===== src/rtl/vga_capture_if.sv =====
// Framebuffer write port of the VGA capture block.
// wr_en qualifies wr_x/wr_y/wr_rgb for exactly one cycle; there is no ready, so the sink must accept every strobe.
interface vga_capture_if;
  logic       wr_en;
  logic [9:0] wr_x;
  logic [8:0] wr_y;
  logic [2:0] wr_rgb;
  logic       frame_done;

  modport master (output wr_en, wr_x, wr_y, wr_rgb, frame_done);
  modport slave  (input  wr_en, wr_x, wr_y, wr_rgb, frame_done);
endinterface


===== src/rtl/vga_capture.sv =====
// Locks onto an incoming VGA timing, measures its resolution and writes a fixed
// window of each frame to a framebuffer once lock is stable and capture is requested.
module vga_capture #(
  parameter int H_START = 16,
  parameter int V_START = 2,
  parameter int ACT_W   = 512,
  parameter int ACT_H   = 256
) (
  input  logic          clk,
  input  logic          rst,
  input  logic          vga_h_sync,
  input  logic          vga_v_sync,
  input  logic          R,
  input  logic          G,
  input  logic          B,
  input  logic          capture_en,
  vga_capture_if.master wr,
  output logic [9:0]    res_x,
  output logic [8:0]    res_y,
  output logic          locked,
  output logic [7:0]    lock_loss_cnt,
  output logic [1:0]    dbg_state
);

  typedef enum logic [1:0] {SEARCH, MEASURE, VERIFY, LOCKED} state_t;

  localparam logic [10:0] X_LO = 11'(H_START);
  localparam logic [10:0] X_HI = 11'(H_START + ACT_W);
  localparam logic [9:0]  Y_LO = 10'(V_START);
  localparam logic [9:0]  Y_HI = 10'(V_START + ACT_H);

  state_t     state_q, state_d;
  logic       hs1, vs1, hs1_d, vs1_d;
  logic [2:0] rgb1;
  logic       hfall, vfall;
  logic [9:0] x_q, x_cur, ref_x;
  logic [8:0] y_q, y_cur, ref_y;
  logic       x_sat, y_sat, line_bad, frame_bad;
  logic       got_x_q, mismatch_q, capture_q, capture_d, in_win;
  logic       clr_meas, ld_ref_x, ld_ref_y, set_mis, ld_res, lose_lock;

  // Stage 1: sync registers idle high so reset never manufactures a falling edge.
  always_ff @(posedge clk or posedge rst) begin
    if (rst) begin
      hs1   <= 1'b1;
      vs1   <= 1'b1;
      hs1_d <= 1'b1;
      vs1_d <= 1'b1;
      rgb1  <= 3'd0;
    end else begin
      hs1   <= vga_h_sync;
      vs1   <= vga_v_sync;
      hs1_d <= hs1;
      vs1_d <= vs1;
      rgb1  <= {R, G, B};
    end
  end

  assign hfall = hs1_d & ~hs1;
  assign vfall = vs1_d & ~vs1;

  // x_q/y_q hold the position of the previous sample, which is also the line/frame candidate.
  always_comb begin
    x_cur = hfall ? 10'd0 : ((x_q == 10'h3FF) ? x_q : x_q + 10'd1);
    y_cur = y_q;
    if (vfall)      y_cur = 9'd0;
    else if (hfall) y_cur = (y_q == 9'h1FF) ? y_q : y_q + 9'd1;
  end

  assign x_sat     = (x_cur == 10'h3FF);
  assign y_sat     = (y_cur == 9'h1FF);
  assign line_bad  = hfall && (x_q != ref_x);
  assign frame_bad = vfall && (y_q != ref_y);

  always_ff @(posedge clk or posedge rst) begin
    if (rst) state_q <= SEARCH;
    else     state_q <= state_d;
  end

  always_comb begin
    state_d  = state_q;
    clr_meas = 1'b0;
    ld_ref_x = 1'b0;
    ld_ref_y = 1'b0;
    set_mis  = 1'b0;
    ld_res   = 1'b0;
    unique case (state_q)
      SEARCH: begin
        if (vfall) begin
          state_d  = MEASURE;
          clr_meas = 1'b1;
        end
      end
      MEASURE: begin
        if (vfall) begin
          if (mismatch_q || !got_x_q || line_bad) begin
            state_d = SEARCH;
          end else begin
            state_d  = VERIFY;
            ld_ref_y = 1'b1;
          end
        end else if (hfall) begin
          if (!got_x_q)     ld_ref_x = 1'b1;
          else if (line_bad) set_mis = 1'b1;
        end
      end
      VERIFY: begin
        if (line_bad || frame_bad || x_sat || y_sat) begin
          state_d = SEARCH;
        end else if (vfall) begin
          state_d = LOCKED;
          ld_res  = 1'b1;
        end
      end
      LOCKED: begin
        if (line_bad || frame_bad || x_sat || y_sat) state_d = SEARCH;
      end
      default: state_d = SEARCH;
    endcase
  end

  assign lose_lock = (state_q == LOCKED) && (state_d != LOCKED);
  // Capture only ever runs in LOCKED; the locking VFALL itself may arm it.
  assign capture_d = (state_d == LOCKED) && (vfall ? capture_en : capture_q);
  assign in_win    = capture_q && (state_d == LOCKED)
                     && ({1'b0, x_cur} >= X_LO) && ({1'b0, x_cur} < X_HI)
                     && ({1'b0, y_cur} >= Y_LO) && ({1'b0, y_cur} < Y_HI);

  always_ff @(posedge clk or posedge rst) begin
    if (rst) begin
      x_q           <= 10'd0;
      y_q           <= 9'd0;
      ref_x         <= 10'd0;
      ref_y         <= 9'd0;
      res_x         <= 10'd0;
      res_y         <= 9'd0;
      got_x_q       <= 1'b0;
      mismatch_q    <= 1'b0;
      capture_q     <= 1'b0;
      lock_loss_cnt <= 8'd0;
    end else begin
      x_q       <= x_cur;
      y_q       <= y_cur;
      capture_q <= capture_d;
      if (clr_meas) begin
        got_x_q    <= 1'b0;
        mismatch_q <= 1'b0;
      end
      if (ld_ref_x) begin
        ref_x   <= x_q;
        got_x_q <= 1'b1;
      end
      if (set_mis)  mismatch_q <= 1'b1;
      if (ld_ref_y) ref_y <= y_q;
      if (ld_res) begin
        res_x <= ref_x;
        res_y <= ref_y;
      end
      if (lose_lock && lock_loss_cnt != 8'hFF) lock_loss_cnt <= lock_loss_cnt + 8'd1;
    end
  end

  // Stage 2: write port, two cycles behind the pins.
  always_ff @(posedge clk or posedge rst) begin
    if (rst) begin
      wr.wr_en      <= 1'b0;
      wr.wr_x       <= 10'd0;
      wr.wr_y       <= 9'd0;
      wr.wr_rgb     <= 3'd0;
      wr.frame_done <= 1'b0;
    end else begin
      wr.wr_en      <= in_win;
      wr.wr_x       <= x_cur - X_LO[9:0];
      wr.wr_y       <= y_cur - Y_LO[8:0];
      wr.wr_rgb     <= rgb1;
      wr.frame_done <= vfall && capture_q;
    end
  end

  assign locked    = (state_q == LOCKED);
  assign dbg_state = state_q;

endmodule


===== src/flat_wrapper.sv =====
// flat-port wrapper written by rule: the top's interface ports become plain ports
module vga_capture_flat 
#(
  parameter int H_START = 16,
  parameter int V_START = 2,
  parameter int ACT_W   = 512,
  parameter int ACT_H   = 256
)
  (clk, rst, vga_h_sync, vga_v_sync, R, G, B, capture_en, res_x, res_y, locked, lock_loss_cnt, dbg_state, wr_wr_en, wr_wr_x, wr_wr_y, wr_wr_rgb, wr_frame_done);
  vga_capture_if wr_i ();
  input  logic clk;
  input  logic rst;
  input  logic vga_h_sync;
  input  logic vga_v_sync;
  input  logic R;
  input  logic G;
  input  logic B;
  input  logic capture_en;
  output logic [9:0] res_x;
  output logic [8:0] res_y;
  output logic locked;
  output logic [7:0] lock_loss_cnt;
  output logic [1:0] dbg_state;
  output wire logic [$bits(wr_i.wr_en)-1:0] wr_wr_en;
  output wire logic [$bits(wr_i.wr_x)-1:0] wr_wr_x;
  output wire logic [$bits(wr_i.wr_y)-1:0] wr_wr_y;
  output wire logic [$bits(wr_i.wr_rgb)-1:0] wr_wr_rgb;
  output wire logic [$bits(wr_i.frame_done)-1:0] wr_frame_done;
  assign wr_wr_en = wr_i.wr_en;
  assign wr_wr_x = wr_i.wr_x;
  assign wr_wr_y = wr_i.wr_y;
  assign wr_wr_rgb = wr_i.wr_rgb;
  assign wr_frame_done = wr_i.frame_done;
  vga_capture #(.H_START(H_START), .V_START(V_START), .ACT_W(ACT_W), .ACT_H(ACT_H)) u_core (.clk(clk), .rst(rst), .vga_h_sync(vga_h_sync), .vga_v_sync(vga_v_sync), .R(R), .G(G), .B(B), .capture_en(capture_en), .wr(wr_i), .res_x(res_x), .res_y(res_y), .locked(locked), .lock_loss_cnt(lock_loss_cnt), .dbg_state(dbg_state));
endmodule

===== config.mk =====
export PLATFORM = sky130hd
export DESIGN_NAME = vga_capture_flat
export DESIGN_NICKNAME = d
export VERILOG_FILES = /design/src/rtl/vga_capture_if.sv /design/src/rtl/vga_capture.sv /design/src/flat_wrapper.sv
export SDC_FILE = /design/constraint.sdc
export NUM_CORES = 1
export LEC_CHECK = 0
export CORE_MARGIN = 2
export CORE_UTILIZATION = 59
export DETAILED_ROUTE_END_ITERATION = 16
export GPL_TIMING_DRIVEN = 0
export PLACE_DENSITY_LB_ADDON = 0.05
export SLEW_MARGIN = 40
export SYNTH_ARGS = -nofsm -noshare
export SYNTH_HDL_FRONTEND = slang
export SYNTH_SLANG_ARGS = --single-unit

===== constraint.sdc =====
create_clock -name clk -period 8 [get_ports clk]
set_input_delay 0.8 -clock clk [delete_from_list [all_inputs] [get_ports clk]]
set_output_delay 0.8 -clock clk [all_outputs]
set_load 0.02 [all_outputs]

Word level (Yosys, flattened, before mapping) --
Cells that the tools add are included. Widths: inputs -> output; s select.
Storage, ports and cells: bits in registers 101, output and inout port bits 54, word-level logic and storage cells 98, bits of input ports 8
Operators by class: order comparisons 4, reductions and logical operators 20, equality and inequality tests 12, mux-type cells 32, $add $sub $neg 5, bitwise logic cells 4
Operators by type and width (number):
- $mux 9 | 3
- $eq 10x10->1 const B | 2
- $mux 1 | 20
- $mux 10 | 2
- $eq 9x9->1 const B | 2
- $mux 2 | 6
- $logic_and 1x1->1 | 11
- $add 10x1->10 const B | 1
- $ge 10x5->1 const B | 1
- $lt 10x10->1 const B | 1
- $ne 10x10->1 | 1
- $sub 10x5->10 const B | 1
- $add 9x1->9 const B | 1
- $ge 9x2->1 const B | 1
- $lt 9x9->1 const B | 1
- $ne 9x9->1 | 1
- $sub 9x2->9 const B | 1
- $add 8x1->8 const B | 1
- $ne 8x8->1 const B | 1
- $pmux 2 s4 | 1
- $eq 2x2->1 const B | 3
- $logic_or 1x1->1 | 5
- $reduce_bool 2->1 | 2
- $and 1x1->1 | 2
- 5 further kinds | 6

Depth between registers and ports, before layout --
word-level depth 14, depth in mapped cells 13, mapped depth without buffers 12

Least setup slack after synthesis --
Ideal clock, no wire load.
path kind register to register, start point register u_core.x_q[1], end point register u_core.res_x[0], path slack 5.208 ns, setup time 0.125 ns, stages on the path, launching flop included 14, path buffers 2, arrival 2.667 ns, required time 7.875 ns, period minus slack after synthesis 2.792 ns, cells stage by stage dfrtp_1 > ha_1 > nand2_1 > nor3_1 > nor2_1 > xnor2_1 > nor2_1 > ha_1 > o2111ai_1 > o31ai_2 > or3_1 > buf_6 > buf_12 > mux2_4
On the way: longest elaborated chain between the ends 8, elaborated cells on any way between the ends 12, classes of those cells add/sub (1); eq/ne (3); mux (4); reduce/logical (4)
RTL lines:
- from (decl) | RTL line vga_capture.sv:36 | logic [9:0] x_q, x_cur, ref_x;
- from (signal assigned) | RTL line vga_capture.sv:142 | x_q <= x_cur;
- $add 10x1->10 / $eq 10x10->1 (equally long branches) | RTL line vga_capture.sv:64 | x_cur = hfall ? 10'd0 : ((x_q == 10'h3FF) ? x_q : x_q + 10'd1);
- $mux 10 (*) (2 in a row) | RTL line vga_capture.sv:64
- net u_core.x_cur[4] | RTL line vga_capture.sv:36
- $eq 10x10->1 (*) | RTL line vga_capture.sv:70 | assign x_sat = (x_cur == 10'h3FF);
- $logic_or 1x1->1 (*) (2 in a row) | RTL line vga_capture.sv:108 | if (line_bad || frame_bad || x_sat || y_sat) begin
- $mux 1 (*) | RTL line vga_capture.sv:108
- $mux 1 (*) | RTL line vga_capture.sv:87 | unique case (state_q)
- to (signal assigned) | RTL line vga_capture.sv:156 | res_x <= ref_x;
- to (decl) | RTL line vga_capture.sv:18 | output logic [9:0] res_x,
The timed path passes the listed nets; every way through them passes the cells marked *. A chain may end at the register's enable or synchronous reset.

Worst setup path in the final report --
start point register u_core.x_q[1], end point register u_core.res_x[5]
Same word-level chain as after synthesis.

==> metrics.md <==
| Metric | Value |
|---|---|
| Largest net degree at the start of global routing | `58` |
| Initial core utilization | `60.1%` |
| CP startpoint kind | `flip-flop` |
| P_leak | `2.60 nW` |
| TNS Setup | `0 ns` |
| ANT cells | `0` |
| Clk_skew | `0.0113 ns` |
| Logic pwr share | `between 20% and 30%` |
| Die height | `92.3 um` |
| First-pass detailed-route iteration total | `4` |
| Switching part of the total | `30.2%` |
| VDD IR max | `166 uV` |
| DRT Wirelength | `9450 um` |
| Gr ovfl total | `0` |
| Clk sinks | `96` |
| Initial antenna violation count | `0` |
| Final HPWL DP | `6630 um` |
| Area Overhead vs Synth | `22.0%` |
| Dpl cells | `554` |
| Final hold violations | `0` |
| Non-filler cells, final | `570` |
| Via count | `3,245` |
| Status | `complete, no violations` |
| P_int | `0.955 mW` |
| CTS tree | `yes` |
| Resized cells post-CTS | `0` |
| Drt first-iter violations | `175` |
| Actual transition at the worst max-transition pin | `0.610 ns` |
| Max-slew violations | `0` |
| DR DRC count | `0` |
| Syn Nets | `406` |
| Die footprint | `~8500 um2` |
| RSZ-0062 raised after global routing | `no` |
| Post-synth EDFFs | `0` |
| Top FF cell, synth | `dfrtp_1` |
| Worst path required time | `8.25 ns` |
| H-tree depth | `3` |
| Antenna viol nets, final | `0` |
| CTS Buf Count | `9` |
| Worst-case clock buffer depth | `2` |
| Vias in the first global route | `3,272` |
| Setup Viol. Count Final | `0` |
| Min Tclk post-route | `3.49 ns` |
| CTS root buf | `clkbuf_8` |
| Yosys cell types | `58` |
| Psw | `0.412 mW` |
| Wire per inst | `16.6 um` |
| CP Capture Type | `flip-flop` |
| Power Dens Cells | `around 240 nW/um2` |
| Fin util | `73.3%` |
| Synthesized flop and latch total | `96` |
| Vias per Instance | `5.69` |
| Final net count | `479` |
| Clock share of power | `27.5%` |
| Port bufs | `61` |
| Achievable Freq | `roughly 0.29 GHz` |
| Syn_area_per_cell | `11.8 um2` |
| Layout cells sized above 1 | `a little under a fifth` |
| Dpl ws | `between 4 and 5 ns` |
| Tcrit/Tclk final | `43.6%` |
| First-pass GRT wire length | `around 16,000 um` |
| Core area | `7650 um2` |
| Ports | `62` |
| Mapped cell area | `4600 um2` |
| Worst hold slack | `0.353 ns` |
| Worst min path class | `flip-flop to flip-flop` |
| Critical Path AT | `3.74 ns` |
| Rel. slew slack | `between 50% and 60%` |
| Max Cap Viol | `0` |
| Flop pwr share | `44.5%` |
| Global-route usage over all layers | `24.0%` |
| Register area share after synthesis | `52.4%` |
| WS Path Type | `flip-flop to flip-flop` |
| FP Rows | `32` |
| Synthesized instance count | `390` |
| RePlAce Congestion | `0.855` |
| Tot Pwr | `1.37 mW` |
| CP max FO | `10` |
| Cell Area, Placed | `5370 um2` |
| Post-CTS Setup Bufs | `0` |
| Synth Warn # | `0` |
| Post-route setup slack | `about 4.5 ns` |
| Die span in x | `92.3 um` |
| Clk_lat worst skew | `0.37 ns` |
| Fin area | `5610 um2` |
| Asr flop ratio synth | `100%` |
| Hold buffers post-CTS | `0` |
| Register clock-pin slew on the reported worst setup and hold paths | `0.09 ns` |
registers in the layout, indices dropped and copies added (netlist names), 2 cells and up:
| register | count |
|---|---|
| u_core.rgb1 | 3 |
| u_core.x_q | 10 |
| u_core.ref_x | 10 |
| u_core.wr.wr_y | 8 |
| u_core.ref_y | 9 |
| u_core.lock_loss_cnt | 8 |
| u_core.res_y | 9 |
| u_core.wr.wr_x | 6 |
| u_core.dbg_state | 2 |
| u_core.y_q | 9 |
| u_core.wr.wr_rgb | 3 |
| u_core.res_x | 10 |
placed cells by master (no fill, tap or decap), types with 11 or more instances in the layout:
master / instances
a31oi_1: 11
clkdlybuf4s50_1: 61
dfrtp_1: 92
mux2_2: 27
nand2_1: 22
nand3_1: 14
nor2_1: 14
nor3_1: 12
xnor2_1: 15
xor2_1: 23
path summary, 6_finish.rpt:
kind	depth (start not counted)	to	start	slack [ns]
max reg2reg	13	u_core.res_x[5]	u_core.x_q[1]	4.51
min	0	u_core.wr.wr_rgb[1]	u_core.rgb1[1]	0.35
min in group asynchronous	2	u_core.res_y[6]	rst	0.80
max in group asynchronous	3	u_core.hs1_d	rst	6.55
max	13	u_core.res_x[5]	u_core.x_q[1]	4.51
min reg2reg	0	u_core.wr.wr_rgb[1]	u_core.rgb1[1]	0.35
synthesized netlist by cell type, types with 3 or more instances:
cell type,instances,share of area (%)
a21oi_1,8,0.87
a31oi_1,11,1.5
and3_1,6,0.82
buf_2,7,0.76
buf_4,9,1.5
clkbuf_1,7,0.57
dfrtp_1,92,50
dfstp_2,4,2.3
ha_1,8,2.2
inv_1,11,0.90
mux2_2,27,6.6
mux2_4,10,3.3
mux2i_1,3,0.65
nand2_1,22,1.8
nand2b_1,4,0.54
nand3_1,14,1.5
nand4_1,4,0.54
nor2_1,14,1.1
nor2b_1,4,0.54
nor3_1,12,1.3
nor3_2,3,0.65
nor3b_1,4,0.65
nor4_1,7,0.95
o21ai_0,10,1.1
o31ai_1,3,0.49
or3_1,6,0.82
or4_1,3,0.49
xnor2_1,15,2.9
xor2_1,23,4.4
per-layer routing:
layer  vias to the layer above  routed length (um)  track usage, %
li1                       1531                   -               -
met1                      1606                4410            33.2
met2                        92                4400            37.0
met3                        16                 465            5.59
met4                         0                 175            9.33
met5                         -                   0               0
cell type report:
type	instances	area [um2]
Clock buffer	13	149
Clock inverter	3	90.1
Buffer	28	179
Tap cell	102	128
Inverter	11	46.3
Fill cell	549	2040
Sequential cell	96	2410
Timing Repair Buffer	62	638
Multi-Input combinational cell	255	1970
cell families (layout without fill, tap and decap cells):
family | after synthesis | after routing | synth area share [%]
AO/OA/AOI/OAI | 49 | 49 | 7.70
XOR/XNOR | 38 | 38 | 7.24
adder cells (fa/ha/maj) | 8 | 8 | 2.18
buffers and inverters | 39 | 117 | 4.79
flip-flops | 96 | 96 | 52.4
multiplexers | 41 | 41 | 10.8
AND/OR/NAND/NOR | 119 | 119 | 14.9
worst max-delay path: stages, from the launching register on:
cell and delay (ns):
dfrtp_1 0.55, ha_1 0.32, nand2_1 0.13, nor3_1 0.34
nor2_1 0.12, xnor2_1 0.14, nor2_1 0.29, ha_1 0.21
o2111ai_1 0.14, o31ai_2 0.33, or3_1 0.17, buf_6 0.17
buf_12 0.16, mux2_4 0.31
power by group through the flow:
stage | clock [mW] | combinational, mW | sequential [mW]
after CTS | 0.381 | 0.386 | 0.608
after detailed placement | 0 | 0.383 | 0.616
final | 0.376 | 0.384 | 0.608
after floorplan | 0 | 0.202 | 0.649
after global routing | 0.403 | 0.415 | 0.617
after global placement | 0 | 0.373 | 0.612
(Power assumes the default switching activity.)
